$ cat config.mk
export PLATFORM = sky130hd
export DESIGN_NAME = uart_rx_fifo
export DESIGN_NICKNAME = d
export VERILOG_FILES = /design/src/rtl/uart_rx_fifo.sv
export SDC_FILE = /design/constraint.sdc
export NUM_CORES = 1
export LEC_CHECK = 0
export CAP_MARGIN = 20
export CORE_ASPECT_RATIO = 1.4
export CORE_MARGIN = 1.5
export CORE_UTILIZATION = 60
export DETAILED_ROUTE_END_ITERATION = 10
export PLACE_DENSITY = 0.81
export RECOVER_POWER = 50
export SYNTH_ARGS = -nofsm -noshare
export SYNTH_HDL_FRONTEND = slang
export SYNTH_SLANG_ARGS = --single-unit
$ cat constraint.sdc
create_clock -name clock -period 5.6 [get_ports clock]
set_input_delay 1.4 -clock clock [delete_from_list [all_inputs] [get_ports clock]]
set_output_delay 1.4 -clock clock [all_outputs]
set_load 0.02 [all_outputs]
$ cat src/rtl/uart_rx_fifo.sv
// rtl/uart_rx_fifo.sv - UART receiver (8N1, optional 8E1) with a small byte FIFO
//
// Deserializes the asynchronous rx line into bytes and queues them behind a
// valid/ready interface. Framing and overrun errors pulse for one cycle.
//
// Build option: define UART_RX_PARITY_EN for 8E1 framing (even parity). This
// adds the PARITY state and the parity_err port.
//
// Ports:
//   clock      in   sole clock, rising edge
//   reset      in   asynchronous, active-high
//   rx         in   serial line, idle high, asynchronous to clock
//   data_out   out  [7:0] byte at FIFO head (0 when empty)
//   valid      out  FIFO non-empty
//   ready      in   consumer takes the head when valid && ready
//   frame_err  out  one-cycle pulse: stop bit sampled low
//   overrun    out  one-cycle pulse: byte dropped because FIFO full
//   parity_err out  one-cycle pulse: parity mismatch (UART_RX_PARITY_EN only)

module uart_rx_fifo #(
  parameter int CLK_FREQ   = 100000000,
  parameter int BAUD       = 115200,
  parameter int FIFO_DEPTH = 4
) (
  input  logic       clock,
  input  logic       reset,
  input  logic       rx,
  output logic [7:0] data_out,
  output logic       valid,
  input  logic       ready,
  output logic       frame_err,
  output logic       overrun
`ifdef UART_RX_PARITY_EN
  ,
  output logic       parity_err
`endif
);

  localparam int CLKS_PER_BIT = CLK_FREQ / BAUD;
  localparam int CW           = $clog2(CLKS_PER_BIT);
  localparam int AW           = $clog2(FIFO_DEPTH);

  localparam logic [CW-1:0] BIT_LAST  = CW'(CLKS_PER_BIT - 1);
  localparam logic [CW-1:0] HALF_LAST = CW'(CLKS_PER_BIT / 2 - 1);
  localparam logic [AW:0]   DEPTH_CNT = (AW + 1)'(FIFO_DEPTH);

  typedef enum logic [2:0] {
    S_IDLE   = 3'd0,
    S_START  = 3'd1,
    S_DATA   = 3'd2,
`ifdef UART_RX_PARITY_EN
    S_PARITY = 3'd3,
`endif
    S_STOP   = 3'd4,
    S_BREAK  = 3'd5
  } state_t;

  // ---------------------------------------------------------------- signals
  logic          rx_meta_q, rx_meta_d;
  logic          rx_s_q, rx_s_d;
  state_t        state_q, state_d;
  logic [CW-1:0] cnt_q, cnt_d;
  logic [2:0]    bit_idx_q, bit_idx_d;
  logic [7:0]    shift_q, shift_d;
  logic          frame_err_q, frame_err_d;
  logic          overrun_q, overrun_d;
`ifdef UART_RX_PARITY_EN
  logic          par_bad_q, par_bad_d;
  logic          parity_err_q, parity_err_d;
`endif

  logic [7:0]    mem_q [FIFO_DEPTH];
  logic [7:0]    mem_d [FIFO_DEPTH];
  logic [AW-1:0] wr_ptr_q, wr_ptr_d;
  logic [AW-1:0] rd_ptr_q, rd_ptr_d;
  logic [AW:0]   count_q, count_d;

  logic          half_tick;
  logic          bit_tick;
  logic          push;
  logic          pop;
  logic          full;
  logic          do_push;

  // ------------------------------------------------------- synchronizer
  always_comb begin
    rx_meta_d = rx;
    rx_s_d    = rx_meta_q;
  end

  assign half_tick = (cnt_q == HALF_LAST);
  assign bit_tick  = (cnt_q == BIT_LAST);

  // ------------------------------------------------------- FSM next state
  always_comb begin
    state_d = state_q;
    case (state_q)
      S_IDLE:  if (!rx_s_q) state_d = S_START;
      // A start bit that is already high again at its midpoint was a glitch.
      S_START: if (half_tick) state_d = rx_s_q ? S_IDLE : S_DATA;
      S_DATA: begin
        if (bit_tick && bit_idx_q == 3'd7) begin
`ifdef UART_RX_PARITY_EN
          state_d = S_PARITY;
`else
          state_d = S_STOP;
`endif
        end
      end
`ifdef UART_RX_PARITY_EN
      S_PARITY: if (bit_tick) state_d = S_STOP;
`endif
      S_STOP:  if (bit_tick) state_d = rx_s_q ? S_IDLE : S_BREAK;
      // Park here until the line is released so a held-low line reports once.
      S_BREAK: if (rx_s_q) state_d = S_IDLE;
      default: state_d = S_IDLE;
    endcase
  end

  // ------------------------------------------------------- FSM outputs
  // The counter restarts at every sample point, so after the half-bit start
  // sample each following sample lands a full bit later, i.e. at mid-bit.
  always_comb begin
    cnt_d        = cnt_q + CW'(1);
    bit_idx_d    = bit_idx_q;
    shift_d      = shift_q;
    push         = 1'b0;
    frame_err_d  = 1'b0;
`ifdef UART_RX_PARITY_EN
    par_bad_d    = par_bad_q;
    parity_err_d = 1'b0;
`endif
    case (state_q)
      S_IDLE: begin
        cnt_d     = '0;
        bit_idx_d = 3'd0;
`ifdef UART_RX_PARITY_EN
        par_bad_d = 1'b0;
`endif
      end
      S_START: begin
        if (half_tick) cnt_d = '0;
      end
      S_DATA: begin
        if (bit_tick) begin
          cnt_d     = '0;
          shift_d   = {rx_s_q, shift_q[7:1]};
          bit_idx_d = bit_idx_q + 3'd1;
        end
      end
`ifdef UART_RX_PARITY_EN
      S_PARITY: begin
        if (bit_tick) begin
          cnt_d     = '0;
          par_bad_d = rx_s_q ^ (^shift_q);
        end
      end
`endif
      S_STOP: begin
        if (bit_tick) begin
          cnt_d = '0;
          if (rx_s_q) begin
`ifdef UART_RX_PARITY_EN
            push         = !par_bad_q;
            parity_err_d = par_bad_q;
`else
            push         = 1'b1;
`endif
          end else begin
            frame_err_d = 1'b1;
          end
        end
      end
      S_BREAK: begin
        cnt_d = '0;
      end
      default: begin
        cnt_d = '0;
      end
    endcase
  end

  // ------------------------------------------------------- FIFO
  assign valid    = (count_q != '0);
  assign data_out = valid ? mem_q[rd_ptr_q] : 8'h00;
  assign pop      = valid && ready;
  assign full     = (count_q == DEPTH_CNT);
  // A full FIFO still accepts a push when the head leaves in the same cycle.
  assign do_push  = push && (!full || pop);

  always_comb begin
    mem_d     = mem_q;
    wr_ptr_d  = wr_ptr_q;
    rd_ptr_d  = rd_ptr_q;
    count_d   = count_q;
    overrun_d = push && full && !pop;
    if (do_push) begin
      mem_d[wr_ptr_q] = shift_q;
      wr_ptr_d        = wr_ptr_q + AW'(1);
    end
    if (pop) begin
      rd_ptr_d = rd_ptr_q + AW'(1);
    end
    case ({do_push, pop})
      2'b10:   count_d = count_q + (AW + 1)'(1);
      2'b01:   count_d = count_q - (AW + 1)'(1);
      default: count_d = count_q;
    endcase
  end

  // ------------------------------------------------------- state registers
  always_ff @(posedge clock or posedge reset) begin
    if (reset) begin
      rx_meta_q    <= 1'b1;
      rx_s_q       <= 1'b1;
      state_q      <= S_IDLE;
      cnt_q        <= '0;
      bit_idx_q    <= 3'd0;
      shift_q      <= 8'h00;
      frame_err_q  <= 1'b0;
      overrun_q    <= 1'b0;
`ifdef UART_RX_PARITY_EN
      par_bad_q    <= 1'b0;
      parity_err_q <= 1'b0;
`endif
      mem_q        <= '{default: 8'h00};
      wr_ptr_q     <= '0;
      rd_ptr_q     <= '0;
      count_q      <= '0;
    end else begin
      rx_meta_q    <= rx_meta_d;
      rx_s_q       <= rx_s_d;
      state_q      <= state_d;
      cnt_q        <= cnt_d;
      bit_idx_q    <= bit_idx_d;
      shift_q      <= shift_d;
      frame_err_q  <= frame_err_d;
      overrun_q    <= overrun_d;
`ifdef UART_RX_PARITY_EN
      par_bad_q    <= par_bad_d;
      parity_err_q <= parity_err_d;
`endif
      mem_q        <= mem_d;
      wr_ptr_q     <= wr_ptr_d;
      rd_ptr_q     <= rd_ptr_d;
      count_q      <= count_d;
    end
  end

  assign frame_err  = frame_err_q;
  assign overrun    = overrun_q;
`ifdef UART_RX_PARITY_EN
  assign parity_err = parity_err_q;
`endif

endmodule

-- Yosys cells after proc, flatten, opt, wreduce, memory -nomap -nowiden
Cells that the tools add are included.
Widths: inputs -> output; s select.
- bits of input ports: 4
- output and inout port bits: 11
- word-level logic and storage cells: 86
- register bits after elaboration: 67
- bitwise gates (word level): 2
- reductions and logical operators: 17
- $add $sub $neg: 6
- magnitude comparators: 3
- mux-type cells: 27
- equal/unequal tests: 16
- operators by type and width (cell ; count):
    $bwmux 32 ; 1
    $mux 8 ; 4
    $mux 3 ; 7
    $mux 10 ; 2
    $pmux 10 s2 ; 1
    $bmux 8 s2 ; 1
    $demux 8 s2 ; 1
    $pmux 3 s5 ; 1
    $eq 3x3->1 const B ; 4
    $ne 2x2->1 const B ; 6
    $pmux 3 s2 ; 2
    $add 10x1->10 const B ; 1
    $eq 10x10->1 const B ; 1
    $eq 10x9->1 const B ; 1
    $add 3x1->3 const B ; 2
    $ge 3x3->1 const B ; 2
    $logic_and 1x1->1 ; 6
    $mux 1 ; 6
    $not 2->3 ; 2
    $reduce_and 5->1 ; 1
    $add 2x1->2 const B ; 2
    $reduce_and 2->1 ; 2
    $reduce_bool 2->1 ; 2
    $eq 3x1->1 const B ; 1
    11 further kinds ; 12

-- Depth between registers and ports, before layout
Gate-level depths: netlist of the first run.
- depth in word-level cells: 6
- gate-level depth with buffers: 11
- mapped depth without buffers: 10

-- Least setup slack after synthesis of the first run
No wires, ideal clock.
- path type: input to register
- start point: in ready
- end point: reg count_q[2]
- stages on the path: 10
- path buffers: 1
- setup slack: 2442 ps
- arrival: 3078 ps
- required time: 5521 ps
- path through: nor4b_1 > nor4bb_1 > buf_2 > nand2_1 > ha_1 > inv_1 > fa_1 > xor2_1 > nor2_1 > xor2_1
- cells in the longest elaborated chain, start to end: 5
- ends and longest elaborated chain (item ; RTL line ; text):
    from (decl) ; 30 ; input logic ready,
    $logic_and 1x1->1 * ; 186 ; assign pop = valid && ready;
    $logic_or 1x1->1 ; 189 ; assign do_push = push && (!full || pop);
    $logic_and 1x1->1 ; 189 ;
    $eq 2x1->1 or $eq 2x2->1 (tied branches) ; 204 ; case ({do_push, pop})
    $pmux 3 s2 or $reduce_bool 2->1 (tied branches) ; - ;
    to (signal assigned) ; 246 ; count_q <= count_d;
    to (decl) ; 76 ; logic [AW:0] count_q, count_d;
Mark *: on every way between the ends. The rest lies on a longest branch, timed or not.
A chain may end at the register's enable or synchronous reset.

-- Final worst setup path of the first run
Same ends and word-level chain as after synthesis.

==> results of run 1 <==
## layout make-up
type	count	share of cell area [%]
multi-input cells	158	40.5
well taps	66	2.31
flip-flops and latches	67	47.1
inverters	8	0.842
clock inverters	4	0.701
repair buffers	16	4.24
clock buffers	12	4.35
## final timing paths
kind | endpoint | cells past startpoint
setup / recovery | count_q[2] | 10
hold / removal | rx_s_q | 0
setup reg to reg | count_q[2] | 9
hold reg to reg | rx_s_q | 0
max in group asynchronous | frame_err | 3
min in group asynchronous | mem_q[22] | 3
## worst reg2reg max path: cells and delay by family (launching register included)
| kind | cells | cell delay [ps] |
|---|---|---|
| AND/OR/NAND/NOR | 4 | 2220 |
| flip-flops | 1 | 450 |
| adder cells (fa/ha/maj) | 2 | 510 |
| buffers and inverters | 1 | 80 |
| XOR/XNOR | 2 | 280 |
## report_power, final
part | switching (uW) | internal, uW | total, uW
combinational | 48.3 | 58.0 | 106
sequential | 47.5 | 505 | 552
clock | 173 | 183 | 356
## placed cells by master, fill, tap and decap left out, drive strengths merged, types with 3 or more instances in the layout
cell type | Yosys | routed
and2 | 10 | 10
clkbuf | 6 | 13
clkdlybuf4s50 | 0 | 11
clkinv | 0 | 3
dfrtp | 65 | 65
dlygate4sd3 | 0 | 3
ha | 9 | 9
inv | 8 | 7
mux2 | 41 | 41
mux4 | 8 | 8
nand2 | 8 | 8
nand2b | 4 | 4
nand3 | 9 | 9
nor2 | 15 | 15
nor2b | 3 | 3
nor3 | 5 | 5
o21ai | 3 | 3
or3 | 4 | 4
xnor2 | 8 | 8
xor2 | 6 | 6
## metrics by stage
| step | cells | instance area (sq um) | utilization [%] | setup WS, ps |
|---|---|---|---|---|
| 3_5_place_dp | 315 | 3420 | 66.2 | 1440 |
| 6_report | 331 | 3570 | 69.2 | 1710 |
| 3_3_place_gp | 315 | 3420 | 66.2 | 1560 |
| 4_1_cts | 331 | 3600 | 69.7 | 1800 |
| 2_1_floorplan | 241 | 3210 | - | 2440 |
| 5_1_grt | 331 | 3570 | 69.2 | 1480 |
## sequential cells by signal, summed over array words and instances, names as in the netlist
signal and flops:
rx_s_q 1, overrun 1, frame_err 1, wr_ptr_q 2, rd_ptr_q 2, count_q 3, mem_q 32, bit_idx_q 3
cnt_q 10, rx_meta_q 1, state_q 3, shift_q 8
## logic make-up after synthesis
kind of cell | after synthesis
DFF | 67
buffers and inverters | 16
and+or+nand+nor | 72
AOI/OAI and AO/OA | 11
adders and majority gates | 10
xor gates and xnor gates | 14
muxes | 51
## metal layers
layer	up-vias	routed length [um]	track usage, %
li1	888	-	-
met1	969	2310	27.2
met2	26	3050	39.9
met3	11	125	4.41
met4	0	104	9.28
met5	-	0	0
==> results.json, run 1 <==
{
  "finalClockSkew_ps": 10.4,
  "overflow": 0,
  "cp_max_fo": 5,
  "dp_hpwl_um": 3710,
  "clkLatencyLatePin_ps": 340,
  "hold_slack_ps": 359,
  "cp-end-kind": "flop",
  "final-hold-violation-count": 0,
  "ys_seq_area_share_pct": 52.4,
  "num-nets-final": 274,
  "cp-startpoint": "ready",
  "drv_slew": 11,
  "syn_to_final_growth_pct": 11.3,
  "netlist_area_sq_um": 3210,
  "nFillCells": 382,
  "hold_start": "rx_meta_q",
  "antenna_found_initial": 0,
  "synthCells": 241,
  "clock-sinks": 67,
  "cts_tree": "yes",
  "fin_crit_sh_pct": 69.5,
  "synth_seq_cells": 67,
  "pwr_density_cell_nw_per_um2": 284,
  "slowest_stage": "nor4bb_2",
  "wirelength_um": 5590,
  "wl_per_cell_um": 16.9,
  "ys.flop_type": "dfrtp_1",
  "initial_core_util_pct": 62.1,
  "holdBufCountCts": 0,
  "root_buffer": "clkbuf_8",
  "synth_commonest_cells": "65 x dfrtp_1, 39 x mux2_2, 15 x nor2_1",
  "postCtsSetupRepairBufs": 0,
  "die_y_um": 89.5,
  "antenna_cells": 0,
  "grt_pass1_wl_um": 9580,
  "port_buffers": 14,
  "pin_count": 15,
  "layout.area.seq_sq_um": 1680,
  "tns_ps": 0,
  "synthMuxAreaShare_pct": 20.6,
  "final_antenna_net_count": 0,
  "ir_drop_mv": 0.154,
  "yosys.area.top_type": "dfrtp_1",
  "crit_buf_inv": 2,
  "cts_max_level": 3,
  "max_freq_ghz": 0.257,
  "required_ps": 5820,
  "rsz0062_at_grt": "no",
  "grt_max_degree": 68,
  "path_common_cell": "xor2_1",
  "synth_edf_count": 0,
  "worst_pin_slew_ps": 1740,
  "hold_class": "reg2reg",
  "cpPeakStageDelay_ps": 900,
  "grt.total_usage_pct": 22.6,
  "crit_arrival_ps": 4110,
  "die_x_um": 64.8,
  "first_pass_iters": 4,
  "multi_input_area_sq_um": 1450,
  "violations": "max-capacitance violations, max-slew violations",
  "crit_chain": "dlygate4sd3_1, nor4b_1, nor4bb_2, nand2_1, ha_1, inv_1, fa_1, xor2_1, nor2_1, xor2_1",
  "synth_top_family_by_area": "multiplexers",
  "slew_headroom_pct": -16.6,
  "synth_top_area_share_pct": 50.7,
  "clockBufferDepth": 2,
  "drive_above_1_share_pct": 26.8,
  "crit_family": "simple AND/OR/NAND/NOR gates",
  "cts_resized": 0,
  "avgSynthCellArea_sq_um": 13.3,
  "drc_errors": 0,
  "finalPower_uw": 1010,
  "synth_most_common_cell": "dfrtp_1",
  "gp_congestion": 0.715,
  "status": "finished with violations",
  "async_reset_ff_share_pct": 100,
  "synth-simple-area-share_pct": 14.6,
  "synth_area_leaders": "dfrtp_1 51%, mux2_2 14%, mux4_2 5.6%, ha_1 3.5%, nand3_4 2.2%",
  "num_vias": 1894,
  "drt-initial-drc-count": 154,
  "ys_warn_count": 0,
  "cap_violations": 1,
  "synth-compound-area-share_pct": 2.42,
  "cts_inserted_buffers": 9,
  "grt_pass1_vias": 1980,
  "leakagePower_uw": 0.00162,
  "design.die.area_sq_um": 5800,
  "start_kind": "input port",
  "synthXorXnorAreaFrac_pct": 3.83,
  "min_period_ps": 3890,
  "viasPerCell": 5.72,
  "setup_viol": 0,
  "core-area_sq_um": 5160,
  "synthDistinctLibCells": 42,
  "r2r-start": "cnt_q[3]",
  "rows": 31,
  "syn_nets": 255,
  "clkTransAtPathRegs_ps": 60,
  "synthAdderAreaFrac_pct": 4.14,
  "r2r_slack_ps": 1960,
  "path_class": "in2reg"
}
Power figures use the tool's default switching activity.
==> inputs of run 2 (changes only) <==
CORE_UTILIZATION = 54   (was 60)
PLACE_DENSITY = 0.77   (was 0.81)
clock period = 3.3 ns   (was 5.6 ns; I/O delays follow)
==> run 2 against run 1 <==
Compared with the run above:
- the flow now finishes without violations
- clock skew rose by 2.7 ps
- core utilization down 6.2 points
- sequential power rose by 64%
- critical path depth down 6
- via count grew 0.32%
- global-route usage fell by 3.2 points
- cell count rose by 2.1%
- die area is 11% higher
- power up 80%
- setup slack got worse by 1400 ps
- flip-flop and latch count unchanged
- critical path type is now reg2out
- largest cell class unchanged
==> results.json, run 2 (synthesis gave the netlist of run 1 again) <==
{
  "drt-initial-drc-count": 54,
  "required_ps": 2470,
  "grt.total_usage_pct": 19.5,
  "postCtsSetupRepairBufs": 0,
  "cpPeakStageDelay_ps": 530,
  "num-nets-final": 277,
  "cts_resized": 0,
  "gp_congestion": 0.719,
  "port_buffers": 14,
  "clkPwrFrac_pct": 38.1,
  "slowest_stage": "mux4_2",
  "clockBufferDepth": 2,
  "rsz0062_at_grt": "no",
  "regMostFlops": "mem_q",
  "p_sw_uw": 473,
  "grt_pass1_wl_um": 8960,
  "cts_max_level": 3,
  "clkTransAtPathRegs_ps": 70,
  "antenna_cells": 0,
  "design.die.area_sq_um": 6410,
  "final_common_cell": "dfrtp_1",
  "pin_count": 15,
  "die_y_um": 94.2,
  "overflow": 0,
  "layout_common_cells": "65 x dfrtp_1, 39 x mux2_2, 15 x nor2_1",
  "crit_family": "buffers and inverters",
  "intPower_uw": 1350,
  "cp-end-kind": "output port",
  "pwr-share-seq_pct": 49.7,
  "finalPower_uw": 1820,
  "root_buffer": "clkbuf_8",
  "cap_violations": 0,
  "rows": 33,
  "holdBufCountCts": 0,
  "num_vias": 1900,
  "finalClockSkew_ps": 13.1,
  "syn_to_final_growth_pct": 13.6,
  "dp_hpwl_um": 3660,
  "leakagePower_uw": 0.00168,
  "ir_drop_mv": 0.263,
  "initial_core_util_pct": 55.5,
  "pwr_density_cell_nw_per_um2": 501,
  "wl_per_cell_um": 15.9,
  "drv_slew": 0,
  "final_antenna_net_count": 0,
  "crit_buf_inv": 2,
  "post-route-worst-setup-slack_ps": 346,
  "wirelength_um": 5370,
  "final-hold-violation-count": 0,
  "switching_share_pct": 25.9,
  "grt_max_degree": 45,
  "cp_max_fo": 10,
  "hold_class": "reg2reg",
  "core-area_sq_um": 5780,
  "crit_chain": "buf_4, mux4_2, and2_1, clkdlybuf4s50_1",
  "viasPerCell": 5.62,
  "clkLatencyLatePin_ps": 350,
  "path_class": "reg2out",
  "tns_ps": 0,
  "slew_headroom_pct": 30.4,
  "drive_above_1_share_pct": 29.1,
  "setup_viol": 0,
  "status": "finished, final reports clean",
  "cts_inserted_buffers": 9,
  "comb_power_share_pct": 12.2,
  "grt_pass1_vias": 1947,
  "die_x_um": 68.1,
  "reg.largest.list": "mem_q: 32 flops, cnt_q: 10 flops, shift_q: 8 flops",
  "max_freq_ghz": 0.339,
  "min_period_ps": 2950,
  "clock-sinks": 67,
  "worst_pin_slew_ps": 1040,
  "crit_arrival_ps": 2130,
  "cts_tree": "yes",
  "drc_errors": 0,
  "largest_reg_flops": 32,
  "first_pass_iters": 4,
  "place_ws_ps": 180,
  "start_kind": "flop",
  "antenna_found_initial": 0,
  "fin_crit_sh_pct": 89.5
}
run 2: cell count changes in the layout (fill, tap and decap cells not counted), sizes merged:
cell / before / now
clkdlybuf4s50: 11 / 12
bufinv: 0 / 1
dlygate4sd3: 3 / 2
clkinvlp: 2 / 0
buf: 1 / 3
clkbuf: 13 / 14
inv: 7 / 8
run 2: power groups by stage:
stage	Sequential, uW	Combinational, uW	Clock (uW)
finish	906	223	694
global placement	920	227	0
floorplan	888	194	0
detailed placement	921	234	0
global route	907	249	751
CTS	905	235	709
run 2: per-layer routing:
metal,share of wire [%],track usage (%),vias to the layer above
met5,0,0,-
met4,2.3,11.0,0
met3,2.3,3.24,12
met2,52,32.3,17
met1,44,23.3,964
li1,-,-,907
run 2: layout make-up:
| type | instances | area [sq um] |
|---|---|---|
| clock buffer | 12 | 155 |
| clock inverter | 4 | 48.8 |
| fill | 455 | 2140 |
| inverter | 8 | 30.0 |
| multi-input combinational | 158 | 1470 |
| sequential | 67 | 1680 |
| tap | 70 | 87.6 |
| timing repair buffer | 19 | 171 |
run 2: path summary, 6_finish.rpt:
check	start	to	slack [ps]	depth (start not counted)
worst min-delay path	rx_meta_q	rx_s_q	360	0
min in group asynchronous	reset	mem_q[14]	1130	2
worst min register to register	rx_meta_q	rx_s_q	360	0
worst max-delay path	rd_ptr_q[0]	data_out[4]	350	4
max in group asynchronous	reset	mem_q[27]	640	3
worst max register to register	cnt_q[0]	count_q[2]	920	11
run 2: per-stage QoR:
| step | hold WS (ps) | utilization [%] | area, sq um | cells |
|---|---|---|---|---|
| 6_report | 355 | 63.0 | 3640 | 338 |
| 5_1_grt | 366 | 63.0 | 3640 | 338 |
| 4_1_cts | 357 | 63.3 | 3660 | 338 |
| 3_5_place_dp | 347 | 59.8 | 3460 | 322 |
| 3_3_place_gp | 346 | 59.8 | 3460 | 322 |
| 2_1_floorplan | 345 | - | 3210 | 241 |
==> inputs of run 3 (changes only) <==
CORE_UTILIZATION = 60   (was 54)
PLACE_DENSITY = 0.81   (was 0.77)
clock period = 3.6 ns   (was 3.3 ns; I/O delays follow)
==> run 3 against run 2 <==
Compared with the run above:
- register-to-register slack worse by 370 ps
- non-clock buffer count is 1 lower
- hold slack is essentially flat
- core utilization up 6.7 points
- setup slack worse by 19 ps
- final area fell by 1.2%
- first-iteration DRC count is 61% higher
- critical path type is now in2reg
- critical endpoint is now count_q[2]
- highest routed layer unchanged
==> results.json, run 3 (synthesis gave the netlist of run 1 again) <==
{
  "status": "finished, final reports clean",
  "hold_start": "rx_meta_q",
  "required_ps": 3820,
  "cp-end-kind": "flop",
  "nFillCells": 364,
  "finalClockSkew_ps": 7.63,
  "cpPeakStageDelay_ps": 870,
  "layout_common_cells": "65 x dfrtp_1, 39 x mux2_2, 15 x nor2_1",
  "pin_count": 15,
  "grt_pass1_wl_um": 9350,
  "r2r_slack_ps": 550,
  "pwr_density_cell_nw_per_um2": 442,
  "start_kind": "input port",
  "setup_viol": 0,
  "r2r_cells": 9,
  "clockBufferDepth": 2,
  "grt_max_degree": 36,
  "holdPathStages": 0,
  "reg.largest.list": "mem_q: 32 flops, cnt_q: 10 flops, shift_q: 8 flops",
  "drive_above_1_share_pct": 27.3,
  "clkTransAtPathRegs_ps": 70,
  "grt_pass1_vias": 1942,
  "comb_power_share_pct": 10.4,
  "cts_tree": "yes",
  "final_antenna_net_count": 0,
  "clkLatencyLatePin_ps": 340,
  "path_common_cell": "xor2_1",
  "cts_max_level": 3,
  "cap_violations": 0,
  "crit_chain": "clkdlybuf4s50_1, nor4b_1, nor4bb_2, nand2_1, ha_1, inv_1, fa_1, xor2_1, nor2_1, xor2_1",
  "place_inst": 317,
  "final-hold-violation-count": 0,
  "antenna_found_initial": 0,
  "max_freq_ghz": 0.306,
  "drv_slew": 0,
  "num_vias": 1916,
  "p_sw_uw": 428,
  "regMostFlops": "mem_q",
  "die_x_um": 64.8,
  "hold_class": "reg2reg",
  "largest_reg_flops": 32,
  "dp_hpwl_um": 3770,
  "clock-sinks": 67,
  "r2r_end": "count_q[2]",
  "drc_errors": 0,
  "core-area_sq_um": 5160,
  "antenna_cells": 0,
  "viasPerCell": 5.75,
  "initial_core_util_pct": 62.1,
  "crit_arrival_ps": 3490,
  "fin_crit_sh_pct": 90.9,
  "die_y_um": 89.5,
  "wl_per_cell_um": 16.2,
  "grt.total_usage_pct": 21.6,
  "final-instance-count-excl-fill": 333,
  "holdBufCountCts": 0,
  "worst_pin_slew_ps": 1320,
  "first_pass_iters": 4,
  "switching_share_pct": 26.9,
  "utilization_pct": 69.7,
  "final_common_cell": "dfrtp_1",
  "design.die.area_sq_um": 5800,
  "intPower_uw": 1160,
  "leakagePower_uw": 0.00164,
  "gp_congestion": 0.775,
  "whs_endpoint": "rx_s_q",
  "slowest_stage": "nor4bb_2",
  "rows": 31,
  "path_class": "in2reg",
  "cts_inserted_buffers": 9,
  "syn_to_final_growth_pct": 12.2,
  "tns_ps": 0,
  "crit_buf_inv": 2,
  "slew_headroom_pct": 12.1,
  "ir_drop_mv": 0.394,
  "crit_family": "simple AND/OR/NAND/NOR gates",
  "postCtsSetupRepairBufs": 0,
  "port_buffers": 14,
  "rsz0062_at_grt": "no",
  "pwr-share-seq_pct": 53.8,
  "overflow": 0,
  "cp_max_fo": 5,
  "wirelength_um": 5390,
  "r2r-start": "state_q[2]",
  "drt-initial-drc-count": 87,
  "num-nets-final": 276,
  "cts_resized": 0,
  "clkPwrFrac_pct": 35.8,
  "root_buffer": "clkbuf_8",
  "min_period_ps": 3270
}
run 3: cell type report:
type / count / area (sq um) / share of cell area, %
well taps: 66 / 82.6 / 2.30
clock buffers: 11 / 151 / 4.21
flip-flops and latches: 67 / 1680 / 46.7
multi-input cells: 158 / 1460 / 40.6
clock inverters: 5 / 37.5 / 1.04
inverters: 8 / 30.0 / 0.835
repair buffers: 18 / 155 / 4.31
run 3: stage by stage:
step / hold WS, ps / cell area [sq um] / total power (uW) / setup WS (ps)
2_1_floorplan: 345 / 3210 / 992 / 942
3_3_place_gp: 347 / 3430 / 1040 / 43.3
3_5_place_dp: 351 / 3430 / 1040 / -33.0
4_1_cts: 363 / 3620 / 1610 / 299
5_1_grt: 366 / 3600 / 1660 / 96.3
6_report: 355 / 3600 / 1590 / 327
run 3: how the worst max path moves through the flow:
stage                      startpoint          end  slack [ps]  depth (start not counted)
after floorplan                 ready   count_q[2]         940                         10
after global placement          ready   count_q[2]          40                         10
after detailed placement        ready   count_q[2]         -30                         10
after CTS                 rd_ptr_q[0]  data_out[7]         300                          3
after global routing            ready   count_q[2]         100                         10
final                           ready   count_q[2]         330                         10
run 3: metal layers:
layer / share of wire (%) / vias to the layer above / global-route usage, %
met1: 43 / 981 / 25.7
met5: 0 / - / 0
met4: 1.4 / 0 / 6.96
li1: - / 899 / -
met3: 2.8 / 10 / 5.16
met2: 53 / 26 / 38.8
run 3: power groups by stage:
stage                     clock (uW)  sequential [uW]  combinational (uW)
final                            570              855                 165
after global routing             610              865                 188
after CTS                        584              858                 171
after detailed placement           0              873                 170
after global placement             0              874                 165
after floorplan                    0              814                 178
run 3: worst reg2reg max path, stage by stage (launching register included):
cell and delay (ps):
dfrtp_1 540, nor2b_1 290, nor4bb_2 930, nand2_1 270, ha_1 300, inv_1 80
fa_1 170, xor2_1 150, nor2_1 60, xor2_1 140
